### config.mk
export PLATFORM = sky130hd
export DESIGN_NAME = pipelined_addsub
export DESIGN_NICKNAME = d
export VERILOG_FILES = /design/src/rtl/pipelined_addsub_pkg.sv /design/src/rtl/adder_chunk.sv /design/src/rtl/pipelined_addsub.sv
export SDC_FILE = /design/constraint.sdc
export NUM_CORES = 1
export LEC_CHECK = 0
export BUFFER_PORTS_ARGS = -buffer_cell sky130_fd_sc_hd__clkbuf_2
export CAP_MARGIN = 20
export CORE_MARGIN = 8
export CORE_UTILIZATION = 29
export CTS_BUF_LIST = sky130_fd_sc_hd__clkbuf_16
export DETAILED_ROUTE_END_ITERATION = 6
export PLACE_DENSITY_LB_ADDON = 0.08
export SYNTH_ARGS = -nofsm -noshare
export SYNTH_HDL_FRONTEND = slang
export SYNTH_SLANG_ARGS = --single-unit
### constraint.sdc
create_clock -name clk -period 3.7 [get_ports clk]
set_input_delay 0.185 -clock clk [delete_from_list [all_inputs] [get_ports clk]]
set_output_delay 0.185 -clock clk [all_outputs]
set_load 0.05 [all_outputs]
### src/rtl/pipelined_addsub_pkg.sv
// Shared definitions for the pipelined ripple-carry adder/subtractor:
// mode encodings, stage-count derivation and the full-adder bit cell.
package pipelined_addsub_pkg;

    localparam logic ADD = 1'b0;
    localparam logic SUB = 1'b1;

    localparam int unsigned MAX_STAGES = 8;

    function automatic int unsigned stages_of(input int unsigned width, input int unsigned chunk);
        return (chunk == 0) ? 0 : width / chunk;
    endfunction

    function automatic bit cfg_ok(input int unsigned width, input int unsigned chunk);
        return (chunk != 0) && (width % chunk == 0) &&
               (width / chunk >= 1) && (width / chunk <= MAX_STAGES);
    endfunction

    // Returns {carry_out, sum} of a single-bit full adder.
    function automatic logic [1:0] full_add(input logic a, input logic b, input logic ci);
        return {(a & b) | (ci & (a ^ b)), a ^ b ^ ci};
    endfunction

endpackage

### src/rtl/adder_chunk.sv
// Combinational CHUNK-bit ripple-carry segment built from full-adder cells;
// also exposes the carry into the MSB for signed-overflow detection.
module adder_chunk
    import pipelined_addsub_pkg::*;
#(
    parameter int unsigned CHUNK = 8
) (
    input  logic [CHUNK-1:0] a,
    input  logic [CHUNK-1:0] b,
    input  logic             cin,
    output logic [CHUNK-1:0] s,
    output logic             cout,
    output logic             c_msb
);

    logic [CHUNK:0] c;

    always_comb begin
        s    = '0;
        c    = '0;
        c[0] = cin;
        for (int i = 0; i < CHUNK; i++) begin
            {c[i+1], s[i]} = full_add(a[i], b[i], c[i]);
        end
    end

    assign cout  = c[CHUNK];
    assign c_msb = c[CHUNK-1];

endmodule

### src/rtl/pipelined_addsub.sv
// Pipelined WIDTH-bit adder/subtractor: one CHUNK-bit ripple segment per stage,
// registered carry between stages, skew/deskew chains and valid/ready handshake.
module pipelined_addsub
    import pipelined_addsub_pkg::*;
#(
    parameter int unsigned WIDTH = 32,
    parameter int unsigned CHUNK = 8
) (
    input  logic             clk,
    input  logic             rst,
    input  logic             in_valid,
    output logic             in_ready,
    input  logic [WIDTH-1:0] in1,
    input  logic [WIDTH-1:0] in2,
    input  logic             c_in,
    input  logic             sub,
    output logic             out_valid,
    input  logic             out_ready,
    output logic [WIDTH-1:0] sum,
    output logic             c_out,
    output logic             overflow
);

    localparam int unsigned STAGES = stages_of(WIDTH, CHUNK);

    if (!cfg_ok(WIDTH, CHUNK)) begin : g_cfg_check
        $error("pipelined_addsub: WIDTH must be a multiple of CHUNK giving 1..8 stages");
    end

    logic             adv;
    logic [WIDTH-1:0] b_eff;
    logic             carry0;

    // Subtraction is A + ~B + ~borrow_in; mode is folded in before stage 0.
    assign b_eff    = (sub == SUB) ? ~in2 : in2;
    assign carry0   = (sub == SUB) ? ~c_in : c_in;
    assign adv      = ~out_valid | out_ready;
    assign in_ready = adv;

    for (genvar k = 0; k < STAGES; k++) begin : g_stage
        localparam int unsigned LO  = k * CHUNK;
        localparam int unsigned REM = WIDTH - LO;

        logic [REM-1:0]      a_src;
        logic [REM-1:0]      b_src;
        logic                c_src;
        logic                v_src;
        logic [CHUNK-1:0]    s_k;
        logic                cout_k;
        logic [LO+CHUNK-1:0] s_d;
        logic [LO+CHUNK-1:0] s_q;
        logic                c_q;
        logic                v_q;

        if (k == 0) begin : g_head
            assign a_src = in1;
            assign b_src = b_eff;
            assign c_src = carry0;
            assign v_src = in_valid;
            assign s_d   = s_k;
        end else begin : g_body
            assign a_src = g_stage[k-1].g_skew.a_q;
            assign b_src = g_stage[k-1].g_skew.b_q;
            assign c_src = g_stage[k-1].c_q;
            assign v_src = g_stage[k-1].v_q;
            assign s_d   = {s_k, g_stage[k-1].s_q};
        end

        if (k == STAGES - 1) begin : g_tail
            logic c_msb_k;
            logic ovf_q;

            adder_chunk #(
                .CHUNK(CHUNK)
            ) u_chunk (
                .a    (a_src[CHUNK-1:0]),
                .b    (b_src[CHUNK-1:0]),
                .cin  (c_src),
                .s    (s_k),
                .cout (cout_k),
                .c_msb(c_msb_k)
            );

            always_ff @(posedge clk) begin
                if (rst) begin
                    ovf_q <= 1'b0;
                end else if (adv) begin
                    ovf_q <= c_msb_k ^ cout_k;
                end
            end
        end else begin : g_skew
            // Operand chunks not yet consumed ride along with the beat.
            logic [REM-CHUNK-1:0] a_q;
            logic [REM-CHUNK-1:0] b_q;

            adder_chunk #(
                .CHUNK(CHUNK)
            ) u_chunk (
                .a    (a_src[CHUNK-1:0]),
                .b    (b_src[CHUNK-1:0]),
                .cin  (c_src),
                .s    (s_k),
                .cout (cout_k),
                .c_msb()
            );

            always_ff @(posedge clk) begin
                if (rst) begin
                    a_q <= '0;
                    b_q <= '0;
                end else if (adv) begin
                    a_q <= a_src[REM-1:CHUNK];
                    b_q <= b_src[REM-1:CHUNK];
                end
            end
        end

        always_ff @(posedge clk) begin
            if (rst) begin
                v_q <= 1'b0;
                c_q <= 1'b0;
                s_q <= '0;
            end else if (adv) begin
                v_q <= v_src;
                c_q <= cout_k;
                s_q <= s_d;
            end
        end
    end

    assign out_valid = g_stage[STAGES-1].v_q;
    assign sum       = g_stage[STAGES-1].s_q;
    assign c_out     = g_stage[STAGES-1].c_q;
    assign overflow  = g_stage[STAGES-1].g_tail.ovf_q;

endmodule

==> flow_results.org <==
** Route
- The final layout contains routed wiring with a total length of 18300 um.
- Via count of the routed design :: 5585
- Dividing the detail-routed wire length by the instance count gives 14.0 um.
- Initial drt markers :: 349
- Routed met1 length :: 9730 um
- Routed Antenna Nets :: 0
- In this run the top signal layer used is met4.
- Ratio of routed vias to standard cells :: 4.29
- Summed over all nets, wire length on met2 after detailed routing comes to 7440 um.
- DRC :: 0
- Before antenna repair, the detailed router went through 4 iterations.
- Sum of met3 wire segment lengths after detailed routing :: 921 um

** Logic synthesis
- Post-Synthesis Net Count :: 965
- Of the post-synthesis cell area, the dominant cell type holds 0.484.
- Area leader, netlist :: dfxtp_1
- Yosys printed 0 warnings.
- Counting distinct cell types in the post-synthesis netlist gives 19.
- Top cells by area, synth :: dfxtp_1 48%, nand2_1 14%, a21oi_1 9.5%
- Area of the mapped netlist :: 0.00765 sq mm
- After synthesis the netlist holds a flip-flop and latch count of ~190.
- Number of cells produced by synthesis :: 863
- Of the synthesized area, sequential elements account for 0.484.
- A synthesized cell averages 8.87 sq um.

** Cells and area
- Leaving out fill and tap cells, the most frequent cell in the layout is nand2_1.
- Once layout is complete, the utilization of the core stands at 0.351.
- Share of post-route cells with drive strength above 1 :: 0.211
- The repair_antennas step left the layout with diodes totalling 0.
- In the layout the commonest cells are 290 x nand2_1, 184 x dfxtp_1, 145 x a21oi_1.
- The area growth from synthesis to layout is 19.3%.
- Number of nets in the final layout :: 1056

** Setup path
- The worst register-to-register path has a depth of 12.
- The most numerous cell type found on the critical path is fa_1.
- By startpoint and endpoint, the worst setup path is classified as reg -> reg.
- Kind of end point of the critical path :: register
- Worst endpoint required time :: 4050 ps
- Slowest Stage Delay on Critical Path :: between 400 and 500 ps
- The slowest stage of the critical path is the fa_1 cell.
- Worst reg2reg startpoint :: g_stage[0].c_q
- Beginning of the critical path :: g_stage[0].c_q
- Of all nets on the critical path, the largest fanout is 2.
- Worst path cell trace :: inv_1 -> fa_1 -> inv_1 -> fa_1 -> fa_1 -> fa_2 -> fa_2 -> fa_2 -> fa_1 -> inv_1 -> fa_1 -> a211oi_2
- Data arrives at the worst endpoint at 3860 ps.
- The worst setup path is launched from a register.

** Placed design
- Routability-driven placement finished with a final weighted congestion of 0.686.
- Post-detail-place hpwl :: 12000 um
- Pre-CTS WS :: -14.9 ps
- IO Port Bufs :: roughly 110

** Global routing
- Via count of the first global-routing pass :: 5545
- Maximum number of pins on one net before global-route repair :: 151
- For this run the aggregate overflow at the end of global routing stands at 0.
- Wire length of the first global-routing pass :: 29900 um
- Initial antenna violation count :: 0
- Across every metal layer, demand over resource in global routing totals 0.119.

** Floorplanning
- From left edge to right edge, the die measures about 180 um.
- I/O pins :: 106
- Area of the placeable core :: roughly 0.026 sq mm
- The die is approximately 180 um tall.
- Die outline area :: 0.0318 sq mm
- The initialized floorplan defines between 50 and 60 standard-cell rows.
- For this configuration, the core starts out at a cell density of 0.295.

** Timing
- Transition time of the tightest slew-check pin :: 766 ps
- The number of endpoints with negative hold slack in the final report is 0.
- Setup violations remaining at the end of the flow were counted as 0.
- Tmin final :: 3510 ps
- After layout, the worst setup slack is approximately 190 ps.
- The worst pin sits at a relative slew slack of 0.489.
- Setup repair after global routing missed its margin :: false
- Max Clock Skew :: approximately 8.6 ps
- In the finished design, the share of the clock period the worst path needs comes to 0.949.
- Achievable frequency :: 0.285 GHz
- Max-slew violation total from the final report :: 0

** Power
- VDD sags by at most 0.000216 V.
- Leakage power of the design :: 3.61 nW
- Dividing total power by cell area gives a power density of 494 mW/mm^2.

** Clock network
- The clock passes through at most 2 buffers.
- H-tree levels :: 4
- Root Buffer Master :: clkbuf_16
- Number of clock sinks :: 185
- In this run, CTS created clock tree buffers numbering 17.
- Clock-pin slew was measured on the worst setup and hold paths at 70 ps.
- Latest clock arrival within the worst-skew pair :: around 430 ps
- TritonCTS built the clock tree.

** Worst hold path
- Path category of the worst min-delay check :: in -> reg
- Counting instances, the worst hold path has a depth of 3.
- The worst hold path begins at in1[22].

** Outcome
- Run status :: finished, final reports clean

** Run
- Across the run, the number of max-cap violations was 0.
## worst paths after layout
path                          endpoint  slack (ps)
max reg2reg         g_stage[1].s_q[15]         190
min reg2reg  g_stage[0].g_skew.a_q[23]         450
min          g_stage[0].g_skew.a_q[14]          30
max                 g_stage[1].s_q[15]         190
## critical path, delay by kind of cell (launching register included)
family	cells	cell delay, ps
buf+inv	3	200
fa+ha+maj	8	2770
flops	1	310
compound gates	1	180
## flip-flops by register name, indices dropped and copies added, names as in the netlist
register,count
overflow,1
g_stage.c_q,3
g_stage.g_skew.b_q,48
c_out,1
out_valid,1
g_stage.v_q,3
g_stage.g_skew.a_q,48
sum,32
g_stage.s_q,48
## layer usage
metal / vias up / global-route usage
met2: 82 / 0.165
met4: 0 / 0.0372
met1: 2552 / 0.173
li1: 2942 / -
met3: 9 / 0.0326
met5: - / 0
## what timing repair did
item                                    4_1_cts  5_1_grt
endpoints found under the setup margin        2        4
gates cloned                                  0        0
hold endpoints to repair                     22        0
pin swaps                                     0        2
resized for setup                             2       12
buffers inserted                              0        0
hold buffers                                 22        0
## synth_stat cells
master    number
xor2_1         5
buf_8          1
fa_1          32
inv_4          1
xnor2_1       29
buf_1          1
clkbuf_4       2
nor2b_4        1
clkbuf_1      21
buf_2         16
inv_1         29
a21oi_1      145
buf_6         15
nor2_1        41
a211oi_2      37
buf_4         10
nand2_1      290
a211oi_1       2
dfxtp_1      185
## area by class of cell
cell class,count,area (sq um)
timing repair buffer,138,860
fill,2815,16900
multi-input combinational,582,3450
tap,335,419
clock buffer,17,425
clock inverter,15,156
inverter,30,120
sequential,185,3700
## per-stage QoR
| stage | hold slack (ps) | instances | TNS (ps) | total power, mW | instance area, sq um |
|---|---|---|---|---|---|
| after detailed placement | 418 | 1248 | -14.9 | 2.74 | 8300 |
| after floorplan | 325 | 863 | 0 | 2.57 | 7680 |
| after global routing | 24.5 | 1302 | 0 | 4.75 | 9130 |
| after CTS | 10.9 | 1302 | 0 | 4.60 | 9100 |
| after global placement | 421 | 1248 | 0 | 2.73 | 8300 |
| final | 25.6 | 1302 | 0 | 4.51 | 9130 |
## power by group
group          internal [mW]  switching, mW  leakage [nW]
Clock                  0.957          0.854         0.281
Combinational          0.208          0.289          1.81
Sequential              2.13         0.0775          1.52
## cells by family after synthesis
| kind of cell | share of synthesized area |
|---|---|
| AND/OR/NAND/NOR | 0.164 |
| adder cells (fa/ha/maj) | 0.0837 |
| XOR/XNOR | 0.0389 |
| AO/OA/AOI/OAI | 0.157 |
| buffers and inverters | 0.0721 |
| flip-flops | 0.484 |
(Power assumes the default switching activity.)
